**src/rtl/i2c_bit_engine_if.sv**
```systemverilog
// Command/status handshake between i2c_core and the bit engine, plus the
// open-drain pad pins. The engine sits on the slave side.
interface i2c_bit_engine_if #(
  parameter int DIV_WIDTH = 16
);
  logic [DIV_WIDTH-1:0] clk_divider;
  logic                 cmd_valid;
  logic [1:0]           cmd;
  logic                 cmd_bit;
  logic                 cmd_ready;
  logic                 done;
  logic                 rx_bit;
  logic                 arb_lost;
  logic                 bus_busy;
  logic                 scl_i;
  logic                 sda_i;
  logic                 scl_oe;
  logic                 sda_oe;

  modport master (
    output clk_divider, cmd_valid, cmd, cmd_bit, scl_i, sda_i,
    input  cmd_ready, done, rx_bit, arb_lost, bus_busy, scl_oe, sda_oe
  );

  modport slave (
    input  clk_divider, cmd_valid, cmd, cmd_bit, scl_i, sda_i,
    output cmd_ready, done, rx_bit, arb_lost, bus_busy, scl_oe, sda_oe
  );
endinterface

```
**src/rtl/i2c_bit_engine.sv**
```systemverilog
// Bit-level I2C engine: runs one START/STOP/WRITE/READ command through four
// timed phases, driving open-drain SCL/SDA and watching for arbitration loss.
module i2c_bit_engine #(
  parameter int DIV_WIDTH = 16
) (
  input  logic            clk,
  input  logic            reset,
  i2c_bit_engine_if.slave bus
);

  typedef enum logic [2:0] {
    S_IDLE = 3'd0,
    S_A    = 3'd1,
    S_B    = 3'd2,
    S_C    = 3'd3,
    S_D    = 3'd4
  } state_t;

  localparam logic [1:0] CMD_START = 2'b00;
  localparam logic [1:0] CMD_STOP  = 2'b01;
  localparam logic [1:0] CMD_WRITE = 2'b10;
  localparam logic [DIV_WIDTH-1:0] CNT_ZERO = {DIV_WIDTH{1'b0}};
  localparam logic [DIV_WIDTH-1:0] CNT_ONE  = {{(DIV_WIDTH-1){1'b0}}, 1'b1};

  state_t               state_q, state_d;
  logic [DIV_WIDTH-1:0] cnt_q, cnt_d, div_q, div_d;
  logic [1:0]           cmd_q, cmd_d, settle_q, settle_d;
  logic [1:0]           scl_sync_q, scl_sync_d, sda_sync_q, sda_sync_d;
  logic                 bit_q, bit_d, scl_oe_q, scl_oe_d, sda_oe_q, sda_oe_d;
  logic                 sda_oe_p1_q, sda_oe_p1_d, sda_oe_p2_q, sda_oe_p2_d;
  logic                 done_q, done_d, arb_lost_q, arb_lost_d, rx_bit_q, rx_bit_d;
  logic                 cmd_ready_q, cmd_ready_d, bus_busy_q, bus_busy_d;
  logic                 sda_prev_q, sda_prev_d;
  logic                 scl_s, sda_s, sda_rel_s, win_s, arb_hit_s;

  assign scl_s = scl_sync_q[1];
  assign sda_s = sda_sync_q[1];
  // SDA only counts as released once our own release has crossed the synchronizer.
  assign sda_rel_s = ~sda_oe_q & ~sda_oe_p1_q & ~sda_oe_p2_q;

  assign bus.cmd_ready = cmd_ready_q;
  assign bus.done      = done_q;
  assign bus.rx_bit    = rx_bit_q;
  assign bus.arb_lost  = arb_lost_q;
  assign bus.bus_busy  = bus_busy_q;
  assign bus.scl_oe    = scl_oe_q;
  assign bus.sda_oe    = sda_oe_q;

  // Returns {scl_oe, sda_oe} for the given phase; IDLE keeps the present drive.
  function automatic logic [1:0] phase_drive(input state_t st, input logic [1:0] c,
                                             input logic b, input logic scl_now,
                                             input logic sda_now);
    logic [1:0] drv;
    drv = {scl_now, sda_now};
    case (st)
      S_A: case (c)
        CMD_START: drv = {scl_now, 1'b0};
        CMD_STOP:  drv = 2'b11;
        CMD_WRITE: drv = {1'b1, ~b};
        default:   drv = 2'b10;
      endcase
      S_B: case (c)
        CMD_START: drv = 2'b00;
        CMD_STOP:  drv = 2'b01;
        CMD_WRITE: drv = {1'b0, ~b};
        default:   drv = 2'b00;
      endcase
      S_C: case (c)
        CMD_START: drv = 2'b01;
        CMD_STOP:  drv = 2'b00;
        CMD_WRITE: drv = {1'b0, ~b};
        default:   drv = 2'b00;
      endcase
      S_D: case (c)
        CMD_START: drv = 2'b11;
        CMD_STOP:  drv = 2'b00;
        CMD_WRITE: drv = {1'b1, ~b};
        default:   drv = 2'b10;
      endcase
      default: drv = {scl_now, sda_now};
    endcase
    return drv;
  endfunction

  // Next-state, phase counter, arbitration, bus monitor and output drive.
  always_comb begin
    state_d     = state_q;
    cnt_d       = cnt_q;
    div_d       = div_q;
    cmd_d       = cmd_q;
    bit_d       = bit_q;
    settle_d    = settle_q;
    done_d      = 1'b0;
    arb_lost_d  = 1'b0;
    rx_bit_d    = rx_bit_q;
    scl_sync_d  = {scl_sync_q[0], bus.scl_i};
    sda_sync_d  = {sda_sync_q[0], bus.sda_i};
    sda_prev_d  = sda_s;
    sda_oe_p1_d = sda_oe_q;
    sda_oe_p2_d = sda_oe_p1_q;
    scl_oe_d    = scl_oe_q;
    sda_oe_d    = sda_oe_q;

    case (state_q)
      S_B:     win_s = (cmd_q == CMD_START && settle_q == 2'd0 && scl_s) ||
                       (cmd_q == CMD_WRITE && bit_q);
      S_C:     win_s = (cmd_q == CMD_WRITE && bit_q) || (cmd_q == CMD_STOP);
      S_D:     win_s = (cmd_q == CMD_STOP);
      default: win_s = 1'b0;
    endcase
    arb_hit_s = win_s & sda_rel_s & ~sda_s;

    case (state_q)
      S_IDLE: begin
        if (bus.cmd_valid && cmd_ready_q) begin
          state_d = S_A;
          cmd_d   = bus.cmd;
          bit_d   = bus.cmd_bit;
          div_d   = bus.clk_divider;
          cnt_d   = bus.clk_divider;
        end else begin
          state_d = S_IDLE;
        end
      end
      S_A: begin
        if (cnt_q == CNT_ZERO) begin
          state_d  = S_B;
          cnt_d    = div_q;
          settle_d = 2'd2;
        end else begin
          cnt_d = cnt_q - CNT_ONE;
        end
      end
      S_B: begin
        // Two settle cycles cover the sync delay of our own SCL release.
        if (settle_q != 2'd0) begin
          settle_d = settle_q - 2'd1;
          cnt_d    = div_q;
        end else if (!scl_s) begin
          cnt_d = div_q;
        end else if (cnt_q == CNT_ZERO) begin
          state_d = S_C;
          cnt_d   = div_q;
        end else begin
          cnt_d = cnt_q - CNT_ONE;
        end
      end
      S_C: begin
        if (cnt_q == CNT_ZERO) begin
          state_d  = S_D;
          cnt_d    = div_q;
          rx_bit_d = cmd_q[1] ? sda_s : rx_bit_q;
        end else begin
          cnt_d = cnt_q - CNT_ONE;
        end
      end
      S_D: begin
        if (cnt_q == CNT_ZERO) begin
          state_d = S_IDLE;
          done_d  = 1'b1;
        end else begin
          cnt_d = cnt_q - CNT_ONE;
        end
      end
      default: state_d = S_IDLE;
    endcase

    if (arb_hit_s) begin
      state_d    = S_IDLE;
      arb_lost_d = 1'b1;
      done_d     = 1'b0;
      rx_bit_d   = rx_bit_q;
      scl_oe_d   = 1'b0;
      sda_oe_d   = 1'b0;
    end else begin
      {scl_oe_d, sda_oe_d} = phase_drive(state_d, cmd_d, bit_d, scl_oe_q, sda_oe_q);
    end

    cmd_ready_d = (state_d == S_IDLE);

    if (scl_s && sda_prev_q && !sda_s) begin
      bus_busy_d = 1'b1;
    end else if (scl_s && !sda_prev_q && sda_s) begin
      bus_busy_d = 1'b0;
    end else begin
      bus_busy_d = bus_busy_q;
    end
  end

  // State and output registers; reset releases both lines immediately.
  always_ff @(posedge clk or posedge reset) begin
    if (reset) begin
      state_q     <= S_IDLE;
      cnt_q       <= CNT_ZERO;
      div_q       <= CNT_ZERO;
      cmd_q       <= 2'b00;
      bit_q       <= 1'b0;
      settle_q    <= 2'd0;
      scl_sync_q  <= 2'b11;
      sda_sync_q  <= 2'b11;
      sda_prev_q  <= 1'b1;
      sda_oe_p1_q <= 1'b0;
      sda_oe_p2_q <= 1'b0;
      scl_oe_q    <= 1'b0;
      sda_oe_q    <= 1'b0;
      done_q      <= 1'b0;
      arb_lost_q  <= 1'b0;
      rx_bit_q    <= 1'b0;
      cmd_ready_q <= 1'b1;
      bus_busy_q  <= 1'b0;
    end else begin
      state_q     <= state_d;
      cnt_q       <= cnt_d;
      div_q       <= div_d;
      cmd_q       <= cmd_d;
      bit_q       <= bit_d;
      settle_q    <= settle_d;
      scl_sync_q  <= scl_sync_d;
      sda_sync_q  <= sda_sync_d;
      sda_prev_q  <= sda_prev_d;
      sda_oe_p1_q <= sda_oe_p1_d;
      sda_oe_p2_q <= sda_oe_p2_d;
      scl_oe_q    <= scl_oe_d;
      sda_oe_q    <= sda_oe_d;
      done_q      <= done_d;
      arb_lost_q  <= arb_lost_d;
      rx_bit_q    <= rx_bit_d;
      cmd_ready_q <= cmd_ready_d;
      bus_busy_q  <= bus_busy_d;
    end
  end

endmodule

```
**src/flat_wrapper.sv**
```systemverilog
// flat-port wrapper written by rule: the top's interface ports become plain ports
module i2c_bit_engine_flat 
#(
  parameter int DIV_WIDTH = 16
)
  (clk, reset, bus_clk_divider, bus_cmd_valid, bus_cmd, bus_cmd_bit, bus_scl_i, bus_sda_i, bus_cmd_ready, bus_done, bus_rx_bit, bus_arb_lost, bus_bus_busy, bus_scl_oe, bus_sda_oe);
  i2c_bit_engine_if #(.DIV_WIDTH(DIV_WIDTH)) bus_i ();
  input  logic clk;
  input  logic reset;
  input wire logic [$bits(bus_i.clk_divider)-1:0] bus_clk_divider;
  input wire logic [$bits(bus_i.cmd_valid)-1:0] bus_cmd_valid;
  input wire logic [$bits(bus_i.cmd)-1:0] bus_cmd;
  input wire logic [$bits(bus_i.cmd_bit)-1:0] bus_cmd_bit;
  input wire logic [$bits(bus_i.scl_i)-1:0] bus_scl_i;
  input wire logic [$bits(bus_i.sda_i)-1:0] bus_sda_i;
  output wire logic [$bits(bus_i.cmd_ready)-1:0] bus_cmd_ready;
  output wire logic [$bits(bus_i.done)-1:0] bus_done;
  output wire logic [$bits(bus_i.rx_bit)-1:0] bus_rx_bit;
  output wire logic [$bits(bus_i.arb_lost)-1:0] bus_arb_lost;
  output wire logic [$bits(bus_i.bus_busy)-1:0] bus_bus_busy;
  output wire logic [$bits(bus_i.scl_oe)-1:0] bus_scl_oe;
  output wire logic [$bits(bus_i.sda_oe)-1:0] bus_sda_oe;
  assign bus_i.clk_divider = bus_clk_divider;
  assign bus_i.cmd_valid = bus_cmd_valid;
  assign bus_i.cmd = bus_cmd;
  assign bus_i.cmd_bit = bus_cmd_bit;
  assign bus_i.scl_i = bus_scl_i;
  assign bus_i.sda_i = bus_sda_i;
  assign bus_cmd_ready = bus_i.cmd_ready;
  assign bus_done = bus_i.done;
  assign bus_rx_bit = bus_i.rx_bit;
  assign bus_arb_lost = bus_i.arb_lost;
  assign bus_bus_busy = bus_i.bus_busy;
  assign bus_scl_oe = bus_i.scl_oe;
  assign bus_sda_oe = bus_i.sda_oe;
  i2c_bit_engine #(.DIV_WIDTH(DIV_WIDTH)) u_core (.clk(clk), .reset(reset), .bus(bus_i));
endmodule
```
**config.mk**
```make
export PLATFORM = sky130hd
export DESIGN_NAME = i2c_bit_engine_flat
export DESIGN_NICKNAME = d
export VERILOG_FILES = /design/src/rtl/i2c_bit_engine_if.sv /design/src/rtl/i2c_bit_engine.sv /design/src/flat_wrapper.sv
export SDC_FILE = /design/constraint.sdc
export NUM_CORES = 1
export LEC_CHECK = 0
export CAP_MARGIN = 20
export CORE_MARGIN = 2
export CORE_UTILIZATION = 55
export CTS_BUF_LIST = sky130_fd_sc_hd__clkbuf_2 sky130_fd_sc_hd__clkbuf_4 sky130_fd_sc_hd__clkbuf_8
export CTS_CLUSTER_SIZE = 16
export DETAILED_ROUTE_END_ITERATION = 16
export HOLD_SLACK_MARGIN = 0.08
export PLACE_DENSITY = 0.79
export SKIP_CTS_REPAIR_TIMING = 1
export SLEW_MARGIN = 25
export SYNTH_ARGS = -nofsm -noshare
export SYNTH_HDL_FRONTEND = slang
export SYNTH_SLANG_ARGS = --single-unit
```
**constraint.sdc**
```tcl
create_clock -name clk -period 3.2 [get_ports clk]
set_clock_uncertainty 0.05 [all_clocks]
set_input_delay 0.48 -clock clk [delete_from_list [all_inputs] [get_ports clk]]
set_output_delay 0.48 -clock clk [all_outputs]
set_load 0.02 [all_outputs]
```
==> qor.txt, run 1 <==
Hold Crit Start = u_core.scl_sync_q[0]$_DFF_PP1_
clock root buffer = clkbuf_8
TritonCTS clock tree = done
grt ovf = 0
global placement routability congestion = 0.917
Avg WL per Cell = 16.5 um
vias per cell = 6.06
nets@finish = 347
Rel. slew slack = 0.546
reg2reg start = u_core.state_q[1]$_DFF_PP0_
hold crit path type = reg2reg
DP Worst Slack = 0.132 ns
max-cap viol count = 0
worst flop-to-flop path endpoint = u_core.bus.sda_oe$_DFFE_PP0P_
final hold vios = 0
number of flops mapped to enable cells by yosys = 0
CTS Buf Count = 5
die area = 5980 um2
final wirelength = 6370 um
Detailed Route Iter0 Violations = 197
vias in the first global route = 2269
P&R area growth vs syn = 16.1%
HPWL Detailed = 4450 um
DRC errors left = 0
Port Buf Inserts = 30
hold path depth = 0
WP data arrival = 2.89 ns
Worst setup SP type = primary input
RSZ-0062 raised after global routing = false
WS Path Type = in2reg
Worst Reg-to-Reg Cells = 8
maximum vdd drop = 272 uV
Total Negative Setup Slacks = 0 ns
final worst slack = 0.475 ns
share of cells above drive strength 1 = 0.174
Post-Synthesis Cell Area = 2960 um2
DR vias = 2341
Placed Area = 3340 um2
WP data required = 3.36 ns
combinational power share = 0.048
Layout Cells excl Fill = 386
antenna violations before repair = 0
first-pass GRT wire length = 10900 um
total track usage = 0.227
chip height = 77.3 um
outcome = complete, no violations
Antenna Cells = 0
clk_lat worst skew = 0.31 ns
clock share of power = 0.347
crit end category = flop
P per Cell Area = 334 nW/um2
final setup vio count = 0
fmax = 367 MHz
Pint = 0.878 mW
Unique masters post-synth = 58
Least-Margin Pin Slew = 0.681 ns
most frequent cells in the layout = dfrtp_1 (48), clkdlybuf4s50_1 (30), a21oi_1 (28)
maximum number of pins on one net before global-route repair = 55
Lkg Pwr = 1.41 nW
# clock sinks = 54
drt pass-1 iters = 4
Inst Count DP = 378
Mean Syn Cell Area = 10.4 um2
sequential power share = 0.605
Fillers = 447
most common cell after layout, fill and taps aside = dfrtp_1
Die Wd = 77.3 um
num ports = 31
#FFs+latches synth = 54
initial core utilization = 0.575
CTS H-tree lvls = 2
ys async rst share = 1.00
worst hold endpoint = u_core.scl_sync_q[1]$_DFF_PP1_
Period minus WS final = 2.72 ns
setup slack, reg-to-reg = 0.48 ns
Slew Viols, Final = 0
Site Rows = 26
Net Switching = 0.267 mW
Seq/Total Area, Yosys = 0.460
post-route ant nets = 0
switching portion of total power = 0.233
cell area after layout = 3430 um2
Core Area = 5140 um2
Bufs on Longest Clock Path = 2
Cells after Synth = 284
YS warnings = 0
predominant post-synthesis flop cell = dfrtp_1
Final period util = 0.851
Post-Syn Nets = 316
Worst-path clk slew = 0.10 ns
Max FO, Critical Path = 5
## power by group through the flow
stage / Combinational [mW] / Sequential (mW) / Clock (mW)
6_report: 0.0549 / 0.693 / 0.397
5_1_grt: 0.0608 / 0.694 / 0.436
4_1_cts: 0.0560 / 0.693 / 0.408
3_5_place_dp: 0.0558 / 0.706 / 0
3_3_place_gp: 0.0552 / 0.706 / 0
2_1_floorplan: 0.0135 / 0.707 / 0
## how the worst max path moves through the flow
stage,startpoint,to,slack [ns],cells after the start
global route,u_core.cnt_q[8]$_DFFE_PP0P_,u_core.cnt_q[3]$_DFFE_PP0P_,0.26,6
detailed placement,bus_cmd_valid,u_core.bus.sda_oe$_DFFE_PP0P_,0.13,10
global placement,bus_cmd_valid,u_core.bus.sda_oe$_DFFE_PP0P_,0.29,10
floorplan,u_core.bus.cmd_ready$_DFF_PP1_,u_core.bus.sda_oe$_DFFE_PP0P_,0.72,9
CTS,bus_cmd_valid,u_core.bus.sda_oe$_DFFE_PP0P_,0.48,10
finish,bus_cmd_valid,u_core.bus.sda_oe$_DFFE_PP0P_,0.48,10
## cell type report
cell class | count | area (um2) | area share
sequential | 54 | 1360 | 0.396
timing repair buffer | 38 | 360 | 0.105
tap | 70 | 87.6 | 0.0255
clock buffer | 5 | 68.8 | 0.0201
clock inverter | 3 | 25.0 | 0.00729
inverter | 13 | 48.8 | 0.0142
multi-input combinational | 203 | 1480 | 0.432
## stage by stage
step	power, mW	hold slack (ns)	utilization
3_3_place_gp	0.761	0.296	0.649
2_1_floorplan	0.720	0.295	-
4_1_cts	1.16	0.317	0.668
3_5_place_dp	0.762	0.298	0.649
6_report	1.15	0.314	0.668
5_1_grt	1.19	0.323	0.668
## cells in the mapped netlist (2+ instances only)
cell type	number	area share
nand3_1	4	0.0068
nor2b_1	3	0.0064
nor4_2	2	0.0085
ha_1	8	0.034
nor4_1	3	0.0064
a31oi_1	2	0.0042
o21ai_0	21	0.036
nor2_1	19	0.024
a21oi_2	3	0.0089
a21oi_1	28	0.047
buf_2	8	0.014
a221oi_1	6	0.018
nand4_1	2	0.0042
o32ai_1	2	0.0059
nor3b_1	2	0.0051
dfrtp_1	48	0.41
a211o_1	3	0.0089
nor4b_1	2	0.0059
inv_1	12	0.015
clkbuf_1	4	0.0051
a211oi_1	2	0.0051
nand2b_1	4	0.0085
xnor2_1	2	0.0059
o21a_1	2	0.0051
nor3_1	9	0.015
nor4_4	2	0.014
xor2_1	5	0.015
o211ai_1	8	0.020
mux2_2	18	0.069
dfstp_2	6	0.053
nand2_1	14	0.018
mux2i_1	4	0.014
## registers in the layout, indices dropped and copies added, names as in the netlist, 2 cells and up
name,cells
u_core.settle_q,2
u_core.cmd_q,2
u_core.sda_sync_q,2
u_core.state_q,3
u_core.cnt_q,16
u_core.div_q,16
u_core.scl_sync_q,2
## per-layer routing
layer | global-route usage | vias to the layer above | part of all wire | wire [um]
met2 | 0.351 | 66 | 0.48 | 3040
met1 | 0.327 | 1147 | 0.46 | 2900
met4 | 0.0768 | 0 | 0.013 | 82
met3 | 0.0353 | 6 | 0.054 | 343
met5 | 0 | - | 0 | 0
li1 | - | 1122 | - | -
## cells by family (layout without fill, tap and decap cells)
kind of cell	after synthesis	count (layout)	share of synthesized area
AO/OA/AOI/OAI	91	91	0.206
adder cells (fa/ha/maj)	8	8	0.0339
AND/OR/NAND/NOR	75	75	0.156
multiplexers	22	22	0.0821
buffers and inverters	27	59	0.0415
flip-flops	54	54	0.460
XOR/XNOR	7	7	0.0207
## critical path, stage by stage
cell	delay, ns
clkdlybuf4s50_1	0.46
nand2_1	0.09
nor4_4	0.27
mux2i_1	0.44
inv_1	0.15
ha_1	0.23
nand2b_1	0.07
mux2i_1	0.12
a211o_1	0.32
a32o_1	0.25
(Power assumes the default switching activity.)
==> run 2: changes to the inputs <==
Settings changed: CORE_UTILIZATION 55 to 59, PLACE_DENSITY 0.79 to 0.84.
==> qor.txt, run 2 (synthesized netlist as in run 1, its figures left out) <==
Hold Crit Start = u_core.sda_sync_q[0]$_DFF_PP1_ (was u_core.scl_sync_q[0]$_DFF_PP1_)
Max FO, Critical Path = 18 (was 5)
most common cell after layout, fill and taps aside = dfrtp_1 (unchanged)
Core Area = 4790 um2 (was 5140 um2)
Worst-path clk slew = 0.09 ns (was 0.10 ns)
initial core utilization = 0.618 (was 0.575)
fmax = 368 MHz (was 367 MHz)
Net Switching = 0.244 mW (was 0.267 mW)
Largest regs = u_core.cnt_q x16, u_core.div_q x16, u_core.state_q x3 (unchanged)
WS Path Type = reg2reg (was in2reg)
drt pass-1 iters = 5 (was 4)
WP data arrival = 2.87 ns (was 2.89 ns)
clk_lat worst skew = 0.30 ns (was 0.31 ns)
Final period util = 0.850 (was 0.851)
hold path depth = 0 (unchanged)
hold crit path type = reg2reg (unchanged)
total track usage = 0.266 (was 0.227)
WP data required = 3.35 ns (was 3.36 ns)
Detailed Route Iter0 Violations = 219 (was 197)
die area = 5590 um2 (was 5980 um2)
reg2reg start = u_core.cnt_q[8]$_DFFE_PP0P_ (was u_core.state_q[1]$_DFF_PP0_)
P&R area growth vs syn = 17.9% (was 16.1%)
Pint = 1.05 mW (was 0.878 mW)
global placement routability congestion = 0.905 (was 0.917)
maximum vdd drop = 235 uV (was 272 uV)
post-route ant nets = 0 (unchanged)
CTS Buf Count = 5 (unchanged)
maximum number of pins on one net before global-route repair = 23 (was 55)
final worst slack = 0.480 ns (was 0.475 ns)
max-cap viol count = 0 (unchanged)
Worst setup SP type = flop (was primary input)
vias in the first global route = 2380 (was 2269)
final setup vio count = 0 (unchanged)
Antenna Cells = 0 (unchanged)
Least-Margin Pin Slew = 0.715 ns (was 0.681 ns)
final hold vios = 0 (unchanged)
DR vias = 2373 (was 2341)
Slew Viols, Final = 0 (unchanged)
clock root buffer = clkbuf_8 (unchanged)
antenna violations before repair = 0 (unchanged)
Lkg Pwr = 1.44 nW (was 1.41 nW)
grt ovf = 0 (unchanged)
worst hold endpoint = u_core.sda_sync_q[1]$_DFF_PP1_ (was u_core.scl_sync_q[1]$_DFF_PP1_)
share of cells above drive strength 1 = 0.177 (was 0.174)
Layout Cells excl Fill = 384 (was 386)
Bufs on Longest Clock Path = 2 (unchanged)
Period minus WS final = 2.72 ns (about the same)
RSZ-0062 raised after global routing = false (unchanged)
clock share of power = 0.423 (was 0.347)
Port Buf Inserts = 30 (unchanged)
outcome = complete, no violations (unchanged)
Worst Reg-to-Reg Cells = 6 (was 8)
Fillers = 346 (was 447)
final wirelength = 6540 um (was 6370 um)
sequential power share = 0.534 (was 0.605)
switching portion of total power = 0.188 (was 0.233)
num ports = 31 (unchanged)
P per Cell Area = 373 nW/um2 (was 334 nW/um2)
HPWL Detailed = 4580 um (was 4450 um)
setup slack, reg-to-reg = 0.48 ns (about the same)
TritonCTS clock tree = done (unchanged)
most frequent cells in the layout = dfrtp_1 (48), clkdlybuf4s50_1 (30), a21oi_1 (28) (unchanged)
vias per cell = 6.18 (was 6.06)
Total Negative Setup Slacks = 0 ns (unchanged)
Rel. slew slack = 0.520 (was 0.546)
combinational power share = 0.043 (was 0.048)
chip height = 74.8 um (was 77.3 um)
Die Wd = 74.8 um (was 77.3 um)
DP Worst Slack = 0.319 ns (was 0.132 ns)
CTS H-tree lvls = 2 (unchanged)
DRC errors left = 0 (unchanged)
first-pass GRT wire length = 11200 um (was 10900 um)
crit end category = flop (unchanged)
worst flop-to-flop path endpoint = u_core.cnt_q[2]$_DFFE_PP0P_ (was u_core.bus.sda_oe$_DFFE_PP0P_)
nets@finish = 348 (was 347)
# clock sinks = 54 (unchanged)
Inst Count DP = 376 (was 378)
Avg WL per Cell = 17.0 um (was 16.5 um)
Site Rows = 25 (was 26)
-- run 2: cell types whose count changed in the layout (fill, tap and decap cells not counted), sizes merged --
cell      change
clkinvlp      -1
clkbuf        +1
clkinv        -1
bufinv        +2
inv           -1
buf           +1
-- run 2: worst max path at each step --
stage | cells after the start | end | start | slack, ns
after floorplan | 9 | u_core.bus.sda_oe$_DFFE_PP0P_ | u_core.bus.cmd_ready$_DFF_PP1_ | 0.72
after detailed placement | 10 | u_core.bus.sda_oe$_DFFE_PP0P_ | bus_cmd_valid | 0.32
after CTS | 6 | u_core.cnt_q[2]$_DFFE_PP0P_ | u_core.cnt_q[8]$_DFFE_PP0P_ | 0.51
final | 6 | u_core.cnt_q[2]$_DFFE_PP0P_ | u_core.cnt_q[8]$_DFFE_PP0P_ | 0.48
after global routing | 6 | u_core.cnt_q[4]$_DFFE_PP0P_ | u_core.cnt_q[8]$_DFFE_PP0P_ | 0.20
after global placement | 10 | u_core.bus.sda_oe$_DFFE_PP0P_ | bus_cmd_valid | 0.38
-- run 2: power groups by stage --
stage / registers (mW) / logic [mW] / clock network, mW
6_report: 0.693 / 0.0558 / 0.550
5_1_grt: 0.694 / 0.0623 / 0.589
4_1_cts: 0.693 / 0.0568 / 0.562
3_5_place_dp: 0.706 / 0.0564 / 0
3_3_place_gp: 0.706 / 0.0558 / 0
2_1_floorplan: 0.707 / 0.0135 / 0
-- run 2: per-layer routing --
| metal | part of all wire | up-vias | global-route usage |
|---|---|---|---|
| met5 | 0 | - | 0 |
| met4 | 0.017 | 0 | 0.0893 |
| met3 | 0.045 | 11 | 0.0415 |
| met2 | 0.52 | 82 | 0.459 |
| met1 | 0.42 | 1161 | 0.345 |
| li1 | - | 1119 | - |
-- run 2: area by class of cell --
cell class	count	area, um2	area share
multi-input combinational	203	1480	0.425
sequential	54	1360	0.390
timing repair buffer	39	368	0.106
tap	67	83.8	0.0241
clock buffer	6	82.6	0.0237
clock inverter	2	60.1	0.0172
inverter	13	48.8	0.0140
-- run 2: critical path: stages (launching register included) --
cell and delay [ns]:
dfrtp_1 0.46, nor4_4 0.54, nand4_4 0.37, a21oi_2 0.62, nor3b_1 0.10, a221o_1 0.28, a22o_1 0.17
-- run 2: per-stage QoR --
step	hold slack [ns]	util	power [mW]	area [um2]
2_1_floorplan	0.295	-	0.720	2960
3_5_place_dp	0.297	0.698	0.763	3340
6_report	0.309	0.728	1.30	3480
3_3_place_gp	0.296	0.698	0.761	3340
4_1_cts	0.310	0.728	1.31	3480
5_1_grt	0.313	0.728	1.34	3480
